==> config.mk <==
export PLATFORM = sky130hd
export DESIGN_NAME = pim_matrix_stream_loader
export DESIGN_NICKNAME = d
export VERILOG_FILES = /design/src/rtl/pim_matrix_stream_loader.sv
export SDC_FILE = /design/constraint.sdc
export NUM_CORES = 1
export LEC_CHECK = 0
export BUFFER_PORTS_ARGS = -buffer_cell sky130_fd_sc_hd__clkbuf_2
export CAP_MARGIN = 40
export CORE_AREA = 2 2 332 334
export DETAILED_ROUTE_END_ITERATION = 10
export DIE_AREA = 0 0 334 336
export PLACE_DENSITY = 0.63
export SYNTH_ARGS = -nofsm -noshare
export SYNTH_HDL_FRONTEND = slang
export SYNTH_SLANG_ARGS = --single-unit
==> constraint.sdc <==
create_clock -name clk -period 8.6 [get_ports clk]
set_clock_uncertainty 0.1 [all_clocks]
set_input_delay 0.86 -clock clk [delete_from_list [all_inputs] [get_ports clk]]
set_output_delay 0.86 -clock clk [all_outputs]
set_load 0.02 [all_outputs]
==> src/rtl/pim_matrix_stream_loader.sv <==
// Stream front end for the PIM matrix-multiply controller: loads A and B as
// row-major word streams, launches the controller, captures the product and
// drains it back out as a row-major word stream with start-to-result latency.
module pim_matrix_stream_loader #(
    parameter int WIDTH       = 16,
    parameter int MATRIX_SIZE = 4,
    parameter int LAT_WIDTH   = 32
) (
    input  logic                                           clk,
    input  logic                                           rst_n,
    input  logic                                           in_valid,
    output logic                                           in_ready,
    input  logic [WIDTH-1:0]                               in_data,
    output logic [MATRIX_SIZE*MATRIX_SIZE-1:0][WIDTH-1:0]  matrix_A,
    output logic [MATRIX_SIZE*MATRIX_SIZE-1:0][WIDTH-1:0]  matrix_B,
    output logic                                           start,
    input  logic [MATRIX_SIZE*MATRIX_SIZE-1:0][WIDTH-1:0]  result,
    input  logic                                           result_ready,
    output logic                                           out_valid,
    input  logic                                           out_ready,
    output logic [WIDTH-1:0]                               out_data,
    output logic                                           out_last,
    output logic                                           busy,
    output logic [LAT_WIDTH-1:0]                           latency_cycles
);

    localparam int NN = MATRIX_SIZE * MATRIX_SIZE;
    localparam int CW = (NN > 1) ? $clog2(NN) : 1;
    localparam logic [CW-1:0] CNT_LAST = CW'(NN - 1);

    typedef enum logic [2:0] {
        IDLE,
        LOAD_A,
        LOAD_B,
        START,
        WAIT,
        DRAIN
    } state_t;

    state_t                          state, state_nxt;
    logic [CW-1:0]                   cnt;
    logic [LAT_WIDTH-1:0]            lat_cnt;
    logic [NN-1:0][WIDTH-1:0]        res_buf;
    logic                            cnt_at_last;

    assign cnt_at_last = (cnt == CNT_LAST);

    // State register; reset drops straight back to IDLE from anywhere.
    always_ff @(posedge clk or negedge rst_n) begin
        if (!rst_n) state <= IDLE;
        else        state <= state_nxt;
    end

    // Next-state logic and state-decoded outputs.
    always_comb begin
        state_nxt = state;
        in_ready  = 1'b0;
        start     = 1'b0;
        out_valid = 1'b0;
        out_last  = 1'b0;
        out_data  = '0;
        busy      = (state != IDLE);
        case (state)
            IDLE: state_nxt = LOAD_A;
            LOAD_A: begin
                in_ready = 1'b1;
                if (in_valid && cnt_at_last) state_nxt = LOAD_B;
            end
            LOAD_B: begin
                in_ready = 1'b1;
                if (in_valid && cnt_at_last) state_nxt = START;
            end
            START: begin
                start     = 1'b1;
                state_nxt = WAIT;
            end
            WAIT: begin
                if (result_ready) state_nxt = DRAIN;
            end
            DRAIN: begin
                out_valid = 1'b1;
                out_data  = res_buf[cnt];
                out_last  = cnt_at_last;
                if (out_ready && cnt_at_last) state_nxt = LOAD_A;
            end
            default: state_nxt = IDLE;
        endcase
    end

    // Element counter plus operand writes and drain advance; a reset mid-load
    // or mid-drain discards all progress.
    always_ff @(posedge clk or negedge rst_n) begin
        if (!rst_n) begin
            cnt      <= '0;
            matrix_A <= '0;
            matrix_B <= '0;
        end else begin
            case (state)
                LOAD_A: if (in_valid) begin
                    matrix_A[cnt] <= in_data;
                    cnt           <= cnt_at_last ? '0 : cnt + CW'(1);
                end
                LOAD_B: if (in_valid) begin
                    matrix_B[cnt] <= in_data;
                    cnt           <= cnt_at_last ? '0 : cnt + CW'(1);
                end
                DRAIN: if (out_ready) begin
                    cnt <= cnt_at_last ? '0 : cnt + CW'(1);
                end
                default: ;
            endcase
        end
    end

    // Latency measurement and result capture; result_ready only matters in WAIT.
    always_ff @(posedge clk or negedge rst_n) begin
        if (!rst_n) begin
            lat_cnt        <= '0;
            latency_cycles <= '0;
            res_buf        <= '0;
        end else begin
            case (state)
                START: lat_cnt <= '0;
                WAIT: begin
                    if (!(&lat_cnt)) lat_cnt <= lat_cnt + LAT_WIDTH'(1);
                    if (result_ready) begin
                        res_buf        <= result;
                        latency_cycles <= (&lat_cnt) ? lat_cnt : lat_cnt + LAT_WIDTH'(1);
                    end
                end
                default: ;
            endcase
        end
    end

endmodule

==> results_dict.tcl <==
set metrics [dict create \
    arrival_ns 3.78 \
    max_freq_mhz 211 \
    critPathMaxFanout 44 \
    endpoint_kind "primary output" \
    synthFlopType "dfrtp_1" \
    route.vias.total 24600 \
    critPathMostFrequentCell "mux4_2" \
    critPathKind "reg -> out" \
    wl_per_cell_um 23.3 \
    syn_area_um2 34600 \
    hold_class "in -> async" \
    finalSetupTns_ns 0 \
    run_status "complete, no violations" \
    grt_max_degree 229 \
    post_synth_num_cell_types 54 \
    syn_to_final_growth_pct 27.4 \
    period_share_pct 55.1 \
    grt_pass1_vias 24800 \
    slowest_stage "dfrtp_4" \
    drc 0 \
    setup_viol 0 \
    routabilityCongestion 0.921 \
    drv_cap 0 \
    period_minus_slack_ns 4.74 \
    p_seq_share_pct 41.9 \
    clock_power_share_pct 33.1 \
    io-pin-count 842 \
    drv_slew 0 \
    drive_above_1_share_pct 45.5 \
    drt_iter0_markers 1594 \
    netSwitchingFraction_pct 32.9 \
    dieHeight_um 336 \
    startpoint "cnt[0]$_DFFE_PN0P_" \
    timing.rr.start "state[1]$_DFFE_PN0P_" \
    dpl.hpwl_mm 87.0 \
    syn_nets 3076 \
    crit_cells 5 \
    insertion_delay_ns 0.69 \
    p_comb_share_pct 25.0 \
    cts_sinks 839 \
    ff2ff_path_depth 7 \
    grt_pass1_wl_mm 172 \
    p_sw_w 0.00401 \
    critPathTopFamily "multiplexers" \
    cts.hold.buffers_added 0 \
    path_cells "buf_4 > mux4_2 > mux4_2 > and2_1 > clkbuf_2" \
    ys_seq_area_share_pct 60.7 \
    antenna_found_initial 12 \
    ys_seq_elements 839 \
    netlist_instances 2794 \
    fin_nets 3874 \
    cts_tree "yes" \
    syn_avg_cell_area_um2 12.4 \
    p_leak_nw 23.7 \
    htreeDepth 3 \
    drt_wl_total_mm 119 \
    yosysWarnings 0 \
    post_cts_buffers 0 \
    ant_nets 0 \
    cp_num_buf_inv 2 \
    overflow 0 \
    hold_ws_ns 0.162 \
    peakVddDrop_mv 0.159 \
    cts_resized 0 \
    crit_required_ns 7.64 \
    synthArstFlopShare_pct 100 \
    crit_end "out_data[13]" \
    p_per_area_nw_per_um2 277 \
    slowest_delay_ns 0.76 \
    row_count 121 \
    die_area_um2 112000 \
    clock-root-buffer "clkbuf_16" \
    p_int_w 0.00819 \
    reg2reg_slack_ns 5.13 \
    cts.path.max_buffers 3 \
    start_util_pct 31.9 \
    drt_pre_antenna_iters 7 \
    finalHoldViolCount 0 \
    r2r-end "res_buf[117]$_DFFE_PN0P_" \
    cp-start-kind "flop" \
    worst_slew_pin_slew_ns 1.09 \
    die_w_um 334 \
    rsz0062_at_grt "false" \
    max_slew_margin_pct 27.5 \
    place.port_buffers 841 \
    grt.total_usage_pct 20.7 \
    coreArea_um2 108000 \
    cts_made_buffers 91 \
    routed_via_density 4.84 \
    clkTransAtPathRegs_ns 0.07 \
    synth_edf_count 0 \
]
[power by group through the flow]
stage / registers (W) / clock network, W / logic, W
floorplan: 0.00560 / 0 / 0.00127
global placement: 0.00520 / 0 / 0.00292
detailed placement: 0.00518 / 0 / 0.00309
CTS: 0.00511 / 0.00413 / 0.00310
global route: 0.00519 / 0.00430 / 0.00325
finish: 0.00511 / 0.00403 / 0.00305
[routing by layer]
metal  global-route usage (%)  part of all wire (%)
met2                     33.9                    48
met3                     5.57                   7.3
met5                        0                 0.074
met4                     11.7                   5.8
met1                     24.6                    39
[cells in the final DEF, fill, tap and decap left out, drive strengths merged, types with 23 or more instances in the layout]
cell	Yosys	layout
clkbuf	148	975
nand2	862	862
dfrtp	839	839
mux2	513	513
mux4	80	80
buf	52	65
o21ai	57	57
nor2	28	28
and2	25	25
xnor2	23	23
[registers in the layout, summed over array words and instances (netlist names)]
register	cells
res_buf	256
matrix_A	256
lat_cnt	32
state	3
latency_cycles	32
matrix_B	256
cnt	4
[area by class of cell]
type	count	area, um2
antenna	3	7.51
clock buffer	135	2660
clock inverter	36	452
fill	10400	64300
inverter	12	45.0
multi-input combinational	1743	12700
sequential	839	21000
tap	1414	1770
timing repair buffer	905	5390
[cell families (layout without fill, tap and decap cells)]
group | after synthesis | after routing | share of synthesized area, %
fa+ha+maj | 5 | 5 | 0.181
compound gates | 117 | 117 | 2.03
buf+inv | 212 | 1088 | 2.50
simple gates | 995 | 995 | 11.8
other cells | 0 | 3 | 0
xor+xnor | 31 | 31 | 0.785
mux | 595 | 595 | 22.0
flops | 839 | 839 | 60.7
[synth_stat cells (16+ instances only)]
cell type  instances  share of area, %
nand2_1          862               9.4
dfrtp_1          839                61
mux2_2           513                17
clkbuf_1         148               1.6
mux4_2            80               5.2
o21ai_0           46              0.67
buf_2             43              0.62
nor2_1            26              0.28
and2_1            25              0.45
xnor2_1           23              0.58
a31oi_1           16              0.29
nand3_1           16              0.23
[stage by stage]
step	util [%]	setup slack, ns	instances	power, W	area (um2)
2_1_floorplan	-	5.48	2794	0.00687	34600
3_3_place_gp	36.9	4.59	4874	0.00812	40000
3_5_place_dp	37.8	4.52	4913	0.00826	40900
4_1_cts	40.6	3.72	5084	0.0123	44100
5_1_grt	40.6	3.59	5086	0.0127	44100
6_report	40.6	3.86	5087	0.0122	44100
[worst min path at each step]
stage | startpoint | endpoint | depth (start not counted) | slack, ns
global placement | res_buf[231]$_DFFE_PN0P_ | res_buf[231]$_DFFE_PN0P_ | 2 | 0.35
floorplan | res_buf[100]$_DFFE_PN0P_ | res_buf[100]$_DFFE_PN0P_ | 2 | 0.34
detailed placement | res_buf[63]$_DFFE_PN0P_ | res_buf[63]$_DFFE_PN0P_ | 2 | 0.36
finish | rst_n | res_buf[129]$_DFFE_PN0P_ | 1 | 0.16
global route | rst_n | res_buf[129]$_DFFE_PN0P_ | 1 | 0.22
CTS | rst_n | res_buf[139]$_DFFE_PN0P_ | 1 | 0.19
(Power assumes the default switching activity.)
